==> config.mk <==
export PLATFORM = sky130hd
export DESIGN_NAME = m_lsu
export DESIGN_NICKNAME = d
export VERILOG_FILES = /design/src/rtl/m_lsu.sv
export SDC_FILE = /design/constraint.sdc
export NUM_CORES = 1
export LEC_CHECK = 0
export ABC_AREA = 1
export BUFFER_PORTS_ARGS = -buffer_cell sky130_fd_sc_hd__buf_2
export CORE_MARGIN = 2
export CORE_UTILIZATION = 44
export DETAILED_ROUTE_END_ITERATION = 8
export PLACE_DENSITY = 0.75
export SLEW_MARGIN = 5
export SYNTH_ARGS = -nofsm -noshare
export SYNTH_HDL_FRONTEND = slang
export SYNTH_SLANG_ARGS = --single-unit
==> constraint.sdc <==
create_clock -name clk -period 1.4 [get_ports clk]
set_input_delay 0.07 -clock clk [delete_from_list [all_inputs] [get_ports clk]]
set_output_delay 0.07 -clock clk [all_outputs]
set_load 0.1 [all_outputs]
==> src/rtl/m_lsu.sv <==
// RV32 load/store unit: one outstanding access, aligned-only, with a
// mem_ack timeout; load lanes are extracted and extended locally.
module m_lsu #(
    parameter int TIMEOUT = 255
) (
    input  logic        clk,
    input  logic        rst_n,
    input  logic        req_valid,
    output logic        req_ready,
    input  logic        req_we,
    input  logic [2:0]  req_funct3,
    input  logic [31:0] req_addr,
    input  logic [31:0] req_wdata,
    output logic        resp_valid,
    output logic [31:0] resp_rdata,
    output logic        resp_err,
    output logic        mem_req,
    output logic        mem_we,
    output logic [31:0] mem_addr,
    output logic [31:0] mem_wdata,
    output logic [3:0]  mem_wstrb,
    input  logic        mem_ack,
    input  logic [31:0] mem_rdata
);

    localparam int CLOG = $clog2(TIMEOUT + 1);
    localparam int CW   = (CLOG > 8) ? CLOG : 8;
    localparam logic [CW-1:0] CNT_LAST = CW'(TIMEOUT - 1);

    typedef enum logic [1:0] {
        IDLE,
        ACCESS,
        RESP
    } state_e;

    state_e        state_q, state_d;
    logic          mem_req_q, mem_req_d;
    logic          mem_we_q, mem_we_d;
    logic [31:0]   mem_addr_q, mem_addr_d;
    logic [31:0]   mem_wdata_q, mem_wdata_d;
    logic [3:0]    mem_wstrb_q, mem_wstrb_d;
    logic          resp_valid_q, resp_valid_d;
    logic          resp_err_q, resp_err_d;
    logic [31:0]   resp_rdata_q, resp_rdata_d;
    logic [2:0]    f3_q, f3_d;
    logic [1:0]    off_q, off_d;
    logic [CW-1:0] cnt_q, cnt_d;

    logic          req_legal;
    logic          req_mis;
    logic [3:0]    st_strb;
    logic [31:0]   st_data;
    logic [7:0]    ld_byte;
    logic [15:0]   ld_half;
    logic [31:0]   ld_data;

    always_comb begin
        req_legal = 1'b0;
        req_mis   = 1'b0;
        st_strb   = 4'b0000;
        st_data   = req_wdata;
        if (req_we) begin
            req_legal = (req_funct3 == 3'b000) || (req_funct3 == 3'b001) ||
                        (req_funct3 == 3'b010);
        end else begin
            req_legal = (req_funct3 == 3'b000) || (req_funct3 == 3'b001) ||
                        (req_funct3 == 3'b010) || (req_funct3 == 3'b100) ||
                        (req_funct3 == 3'b101);
        end
        case (req_funct3[1:0])
            2'b00: begin
                st_strb = 4'b0001 << req_addr[1:0];
                st_data = {4{req_wdata[7:0]}};
            end
            2'b01: begin
                req_mis = req_addr[0];
                st_strb = 4'b0011 << req_addr[1:0];
                st_data = {2{req_wdata[15:0]}};
            end
            default: begin
                req_mis = (req_addr[1:0] != 2'b00);
                st_strb = 4'b1111;
                st_data = req_wdata;
            end
        endcase
    end

    always_comb begin
        case (off_q)
            2'b00:   ld_byte = mem_rdata[7:0];
            2'b01:   ld_byte = mem_rdata[15:8];
            2'b10:   ld_byte = mem_rdata[23:16];
            default: ld_byte = mem_rdata[31:24];
        endcase
        ld_half = off_q[1] ? mem_rdata[31:16] : mem_rdata[15:0];
        case (f3_q)
            3'b000:  ld_data = {{24{ld_byte[7]}}, ld_byte};
            3'b001:  ld_data = {{16{ld_half[15]}}, ld_half};
            3'b100:  ld_data = {24'd0, ld_byte};
            3'b101:  ld_data = {16'd0, ld_half};
            default: ld_data = mem_rdata;
        endcase
    end

    always_comb begin
        state_d      = state_q;
        mem_req_d    = mem_req_q;
        mem_we_d     = mem_we_q;
        mem_addr_d   = mem_addr_q;
        mem_wdata_d  = mem_wdata_q;
        mem_wstrb_d  = mem_wstrb_q;
        f3_d         = f3_q;
        off_d        = off_q;
        cnt_d        = cnt_q;
        resp_valid_d = 1'b0;
        resp_err_d   = 1'b0;
        resp_rdata_d = 32'd0;
        unique case (state_q)
            IDLE: begin
                if (req_valid) begin
                    f3_d  = req_funct3;
                    off_d = req_addr[1:0];
                    if (!req_legal || req_mis) begin
                        state_d      = RESP;
                        resp_valid_d = 1'b1;
                        resp_err_d   = 1'b1;
                    end else begin
                        state_d     = ACCESS;
                        mem_req_d   = 1'b1;
                        mem_we_d    = req_we;
                        mem_addr_d  = {req_addr[31:2], 2'b00};
                        mem_wdata_d = req_we ? st_data : 32'd0;
                        mem_wstrb_d = req_we ? st_strb : 4'b0000;
                        cnt_d       = '0;
                    end
                end
            end
            ACCESS: begin
                // ack wins over a timeout landing in the same cycle
                if (mem_ack || cnt_q == CNT_LAST) begin
                    state_d      = RESP;
                    resp_valid_d = 1'b1;
                    resp_err_d   = !mem_ack;
                    resp_rdata_d = (mem_ack && !mem_we_q) ? ld_data : 32'd0;
                    mem_req_d    = 1'b0;
                    mem_we_d     = 1'b0;
                    mem_addr_d   = 32'd0;
                    mem_wdata_d  = 32'd0;
                    mem_wstrb_d  = 4'b0000;
                end else begin
                    cnt_d = cnt_q + 1'b1;
                end
            end
            RESP: begin
                state_d = IDLE;
            end
            default: begin
                state_d = IDLE;
            end
        endcase
    end

    always_ff @(posedge clk) begin
        if (!rst_n) begin
            state_q      <= IDLE;
            mem_req_q    <= 1'b0;
            mem_we_q     <= 1'b0;
            mem_addr_q   <= 32'd0;
            mem_wdata_q  <= 32'd0;
            mem_wstrb_q  <= 4'b0000;
            resp_valid_q <= 1'b0;
            resp_err_q   <= 1'b0;
            resp_rdata_q <= 32'd0;
            f3_q         <= 3'b000;
            off_q        <= 2'b00;
            cnt_q        <= '0;
        end else begin
            state_q      <= state_d;
            mem_req_q    <= mem_req_d;
            mem_we_q     <= mem_we_d;
            mem_addr_q   <= mem_addr_d;
            mem_wdata_q  <= mem_wdata_d;
            mem_wstrb_q  <= mem_wstrb_d;
            resp_valid_q <= resp_valid_d;
            resp_err_q   <= resp_err_d;
            resp_rdata_q <= resp_rdata_d;
            f3_q         <= f3_d;
            off_q        <= off_d;
            cnt_q        <= cnt_d;
        end
    end

    assign req_ready  = (state_q == IDLE);
    assign mem_req    = mem_req_q;
    assign mem_we     = mem_we_q;
    assign mem_addr   = mem_addr_q;
    assign mem_wdata  = mem_wdata_q;
    assign mem_wstrb  = mem_wstrb_q;
    assign resp_valid = resp_valid_q;
    assign resp_err   = resp_err_q;
    assign resp_rdata = resp_rdata_q;

endmodule

After elaboration in Yosys (flattened, before gate mapping). Index checks and enable logic that the tools add are counted. Widths: inputs -> output; s select.

Input bits: 104. Output and inout port bits: 105. Word-level logic and storage cells: 94. Flip-flop bits (word level): 119.

Muxes and demuxes: 41. Reductions and logical operators: 22. Shifts and indexed selects: 2. Equality and inequality tests: 16. Add/subtract/negate cells: 1.

Operator list (number): $mux 32 (6); $pmux 32 s2 (3); $pmux 32 s4 (1); $mux 8 (3); $pmux 8 s3 (1); $mux 16 (1); $mux 4 (4); $pmux 4 s2 (2); $pmux 8 s2 (1); $eq 3x3->1 const B (4); $reduce_and 4->1 (3); $mux 1 (10); $pmux 1 s2 (5); $add 8x1->8 const B (1); $eq 8x8->1 const B (1); $ne 2x2->1 const B (4); $eq 2x1->1 const B (3); $eq 3x1->1 const B (2); $logic_not 2->1 (3); $logic_not 3->1 (2); $logic_or 1x1->1 (6); $mux 2 (3); $pmux 2 s2 (1); $reduce_and 2->1 (2); 7 further kinds (10).

Logic depth before layout (Yosys ltp).
Depth in word-level cells: 11. Mapped depth: 11. Mapped depth without buffers: 10.

Worst setup path before layout. No wires, ideal clock.

Path type: reg2reg. Start: register state_q[0]. End: register mem_wdata_q[21], in the netlist mem_wdata[21]. Period minus slack after synthesis: 2.049 ns. Setup time: 0.132 ns. Data arrival time: 1.917 ns. Path buffers: 2. Required time: 1.268 ns. Path slack: -0.649 ns. Cell stages (with the launch flop): 11. Path through: dfxtp_1 inv_1 nand2_1 inv_1 nand3_1 nand2_2 nand2_2 buf_4 buf_6 nand2_1 a21oi_1.

Cells in the longest elaborated chain, start to end: 3. Elaborated cells between the ends (all ways): 8. Classes of those cells: eq/ne (4); mux (1); reduce/logical (3).

Ends and longest elaborated chain: start: declaration (RTL line 36) `state_e state_q, state_d;`; start signal: assignment (RTL line 178) `state_q <= state_d;`; $logic_not 2->1 *; named net req_ready (RTL line 9) `output logic req_ready,`; $ne 2x2->1 (no line) or $reduce_bool 2->1 (tied branches); $reduce_and 4->1 (no line); end signal: assignment (RTL line 182) `mem_wdata_q <= mem_wdata_d;`; end: declaration (RTL line 40) `logic [31:0] mem_wdata_q, mem_wdata_d;`.

Mark *: on every way through the listed nets, which the timed path passes. The rest lies on a longest branch. A chain may end at the register's enable or synchronous reset.

Worst setup path in the final report.
Start: register cnt_q[0]. End: register mem_addr_q[30], in the netlist mem_addr[30].

Cells in the longest elaborated chain, start to end: 4.

Ends and longest elaborated chain: start: declaration (RTL line 47) `logic [CW-1:0] cnt_q, cnt_d;`; start signal: assignment (RTL line 189) `cnt_q <= cnt_d;`; $eq 8x8->1 (RTL line 140) `if (mem_ack || cnt_q == CNT_LAST) begin`; $logic_or 1x1->1 (RTL line 140); $ne 2x2->1 (no line); $reduce_and 4->1 (no line); end signal: assignment (RTL line 181) `mem_addr_q <= mem_addr_d;`; end: declaration (RTL line 39) `logic [31:0] mem_addr_q, mem_addr_d;`.

Every way passes these cells.

==> results.md <==
* Status: complete, but fails checks
* Failing checks: negative setup slack
* Layout cell share with drive strength beyond 1 at 0.362
* Commonest cells in the netlist: nand2_1, dfxtp_1, a21oi_1, nand3_1, inv_1
* Final Worst Setup Slack at -0.264 ns
* Slowest stage cell, crit path: dfxtp_2
* I/O pin count at 209
* Post-DRT Antenna Nets at 0
* P_leak at 4.25 nW
* Crit Path Category: flip-flop to flip-flop
* Main synth FF type: dfxtp_1
* Dpl ws at -0.148 ns
* Slew Limit Fails at 0
* Max Root-Sink Buffers at 2
* First-pass GRT wire length at 29,300 um
* Die X at 115 um
* Worst Setup End Kind: flip-flop
* Mean Syn Cell Area at ~6.9 sq um
* R2r startpoint: cnt_q[0]
* Setup Skew at 0.00767 ns
* Htree depth at 4
* Antenna cells at 0
* Synth Area in Adders at 0.00461
* Worst Path Buf+Inv at 2
* Multi-input logic area at 2770 sq um
* Die height at 115 um
* Setup crit start kind: flip-flop
* Fraction of registers with async set/reset at 0
* Worst-path cell chain: inv_2 -> ha_4 -> nand2_4 -> nor2_4 -> nand2_2 -> a21oi_4 -> nand2_4 -> clkbuf_16 -> nand2_1 -> a21oi_1
* Ys Warns at 0
* Starting Density at 0.452
* Via density at approximately 5.2
* Drt first pass iters at 6
* Critical Path Sink: mem_addr[30]
* Crit share post-route at 1.19
* Synth unique cells at 32
* Final Critical Period at 1.66 ns
* Tot GR Track Use at 0.279
* Hold WC Path Type: input pin to flip-flop
* Seq/Total Area, Yosys at 0.432
* R2R setup slack at -0.26 ns
* RePlAce Congestion at 0.932
* Arrival time worst endpoint at between 1.5 and 2 ns
* Top delay family on crit path: simple AND/OR/NAND/NOR gates
* Final hold vios at 0
* Die area at between 10,000 and 15,000 sq um
* Total number of vias at ~6,600
* Number of enable flip-flop cells after synthesis at 0
* Grt ovf at 0
* WL/cell at 15.5 um
* HPWL Detailed at 11,600 um
* Portion of netlist area occupied by mux cells at 0.00369
* Pin count of the biggest net entering global routing at 75
* CP max stage delay at about 0.32 ns
* Rows at 40
* Dominant cell type by area after synthesis: dfxtp_1
* Sink Count at 117
* Post-synthesis xor/xnor area fraction at 0.00161
* Area of the core at 12,000 sq um
* Total negative slack at -14.40 ns
* Initial antenna violation count at 0
* Most common cell on crit path: nand2_4
* Worst slew pin tran at 0.525 ns
* TritonCTS Buffers at 17
* Share of the synthesized area in the top cell type at 0.432
* I/O Buffers at ~210
* Layout area overhead at 60.8%
* Most frequent cell after synthesis: nand2_1
* Filler cell count at 925
* F_max at ~600 MHz
* Overall Power at 10.8 mW
* Main combinational cell family by area after synthesis: simple AND/OR/NAND/NOR gates
* TritonCTS clock tree: built
* Slew margin rel. at 0.652
* Mapped Area at roughly 5400 sq um
* Fin util at 0.726
* CTS clk-pin slew, worst paths at 0.06 ns
* RSZ-0062 raised after global routing: true
* Synth Area in Simple Gates at 0.307
* Max-Cap Viols at 0
* Top post-synthesis cells by area: dfxtp_1, nand2_1, a21oi_1
* CP required at approximately 1.7 ns
* Final setup viols at 79
* Reg2reg path depth at 10
* VDD IR-drop max at 0.804 mV
* Synth Area in Compound Gates at 0.147
* Critical path depth at 10
* Vias in the first global route at 6,208
* Pwr per Cell Area at approximately 1200 nW/um^2
* Reg2reg end: mem_addr[30]
* CP Launch Point: cnt_q[0]
* Nets at 1,212
* Flip-flop and latch area at 2350 sq um
* Worst-path maximum fanout at 12
* DR iter-0 viols at 576
* Root buf cell: clkbuf_16
* Final WL at 19,600 um
* DRC Markers at 0
* Worst skew pair latency at 0.41 ns
* Seq cells post-synth at 117
* Syn Inst Count at approximately 800
==> cells by family (layout without fill, tap and decap cells) <==
family                   Yosys count  after routing
adder cells (fa/ha/maj)            2              2
other                              1              2
multiplexers                       2              2
flip-flops                       117            117
AND/OR/NAND/NOR                  388            388
XOR/XNOR                           1              1
buffers and inverters            126            457
AO/OA/AOI/OAI                    150            150
==> layout by cell type, fill, tap and decap left out, drive strengths merged, types with 5 or more instances in the layout <==
cell           n
clkbuf        21
dlygate4sd3   62
nand3        103
a21oi        105
nor2          51
clkinv         8
o21ai         31
a211oi         8
clkinvlp       5
nor3           8
nand4         13
nand2        209
inv           68
buf          291
dfxtp        117
==> metal layers <==
metal / GRT usage / up-vias / wire length [um]
met5: 0 / - / 0
met4: 0.153 / 0 / 839
met3: 0.0559 / 68 / 1280
met2: 0.489 / 321 / 9720
met1: 0.319 / 2966 / 7780
li1: - / 3208 / -
==> worst min path at each step <==
stage,from,end,slack [ns],cells past startpoint
after detailed placement,mem_rdata[2],resp_rdata[2],0.32,2
final,req_addr[0],off_q[0],0.03,3
after global placement,mem_rdata[2],resp_rdata[2],0.32,2
after global routing,mem_rdata[8],resp_rdata[8],0.02,3
after CTS,mem_rdata[8],resp_rdata[8],0.008,3
after floorplan,req_funct3[0],f3_q[0],0.22,2
==> through the flow <==
stage          hold slack, ns  instances  instance area, sq um
2_1_floorplan           0.218        788                  5460
5_1_grt                0.0180       1266                  8730
3_5_place_dp            0.322       1149                  7000
6_report               0.0319       1266                  8730
4_1_cts               0.00811       1257                  8480
3_3_place_gp            0.320       1149                  7000
==> power breakdown <==
| group | internal [mW] | leakage (nW) | total [mW] | switching (mW) |
|---|---|---|---|---|
| sequential | 3.47 | 0.951 | 3.55 | 0.0810 |
| clock | 2.68 | 0.279 | 4.33 | 1.65 |
| combinational | 0.974 | 3.02 | 2.90 | 1.93 |
==> registers in the layout, summed over array words and instances (netlist names) <==
register    count
off_q           2
mem_req         1
state_q         2
resp_valid      1
mem_wstrb       4
mem_addr       30
resp_err        1
cnt_q           8
mem_we          1
resp_rdata     32
f3_q            3
mem_wdata      32
==> cell type report <==
class	count	area share
repair buffers	356	0.294
multi-input cells	545	0.317
flip-flops and latches	117	0.269
clock buffers	18	0.0503
well taps	147	0.0211
clock inverters	14	0.0175
inverters	69	0.0304
==> timing repair <==
action,4_1_cts,5_1_grt
cloned,4,6
pin swaps,7,24
hold buffers,62,0
gates resized for setup,32,57
endpoints found under the hold margin,62,0
setup endpoints to repair,101,101
setup buffers,11,5
==> tightest hold or removal path: stages <==
cell and delay (ns):
buf_2 0.14, o21ai_0 0.09, a21oi_1 0.10
Note: power is estimated with default switching activity, not from simulation.
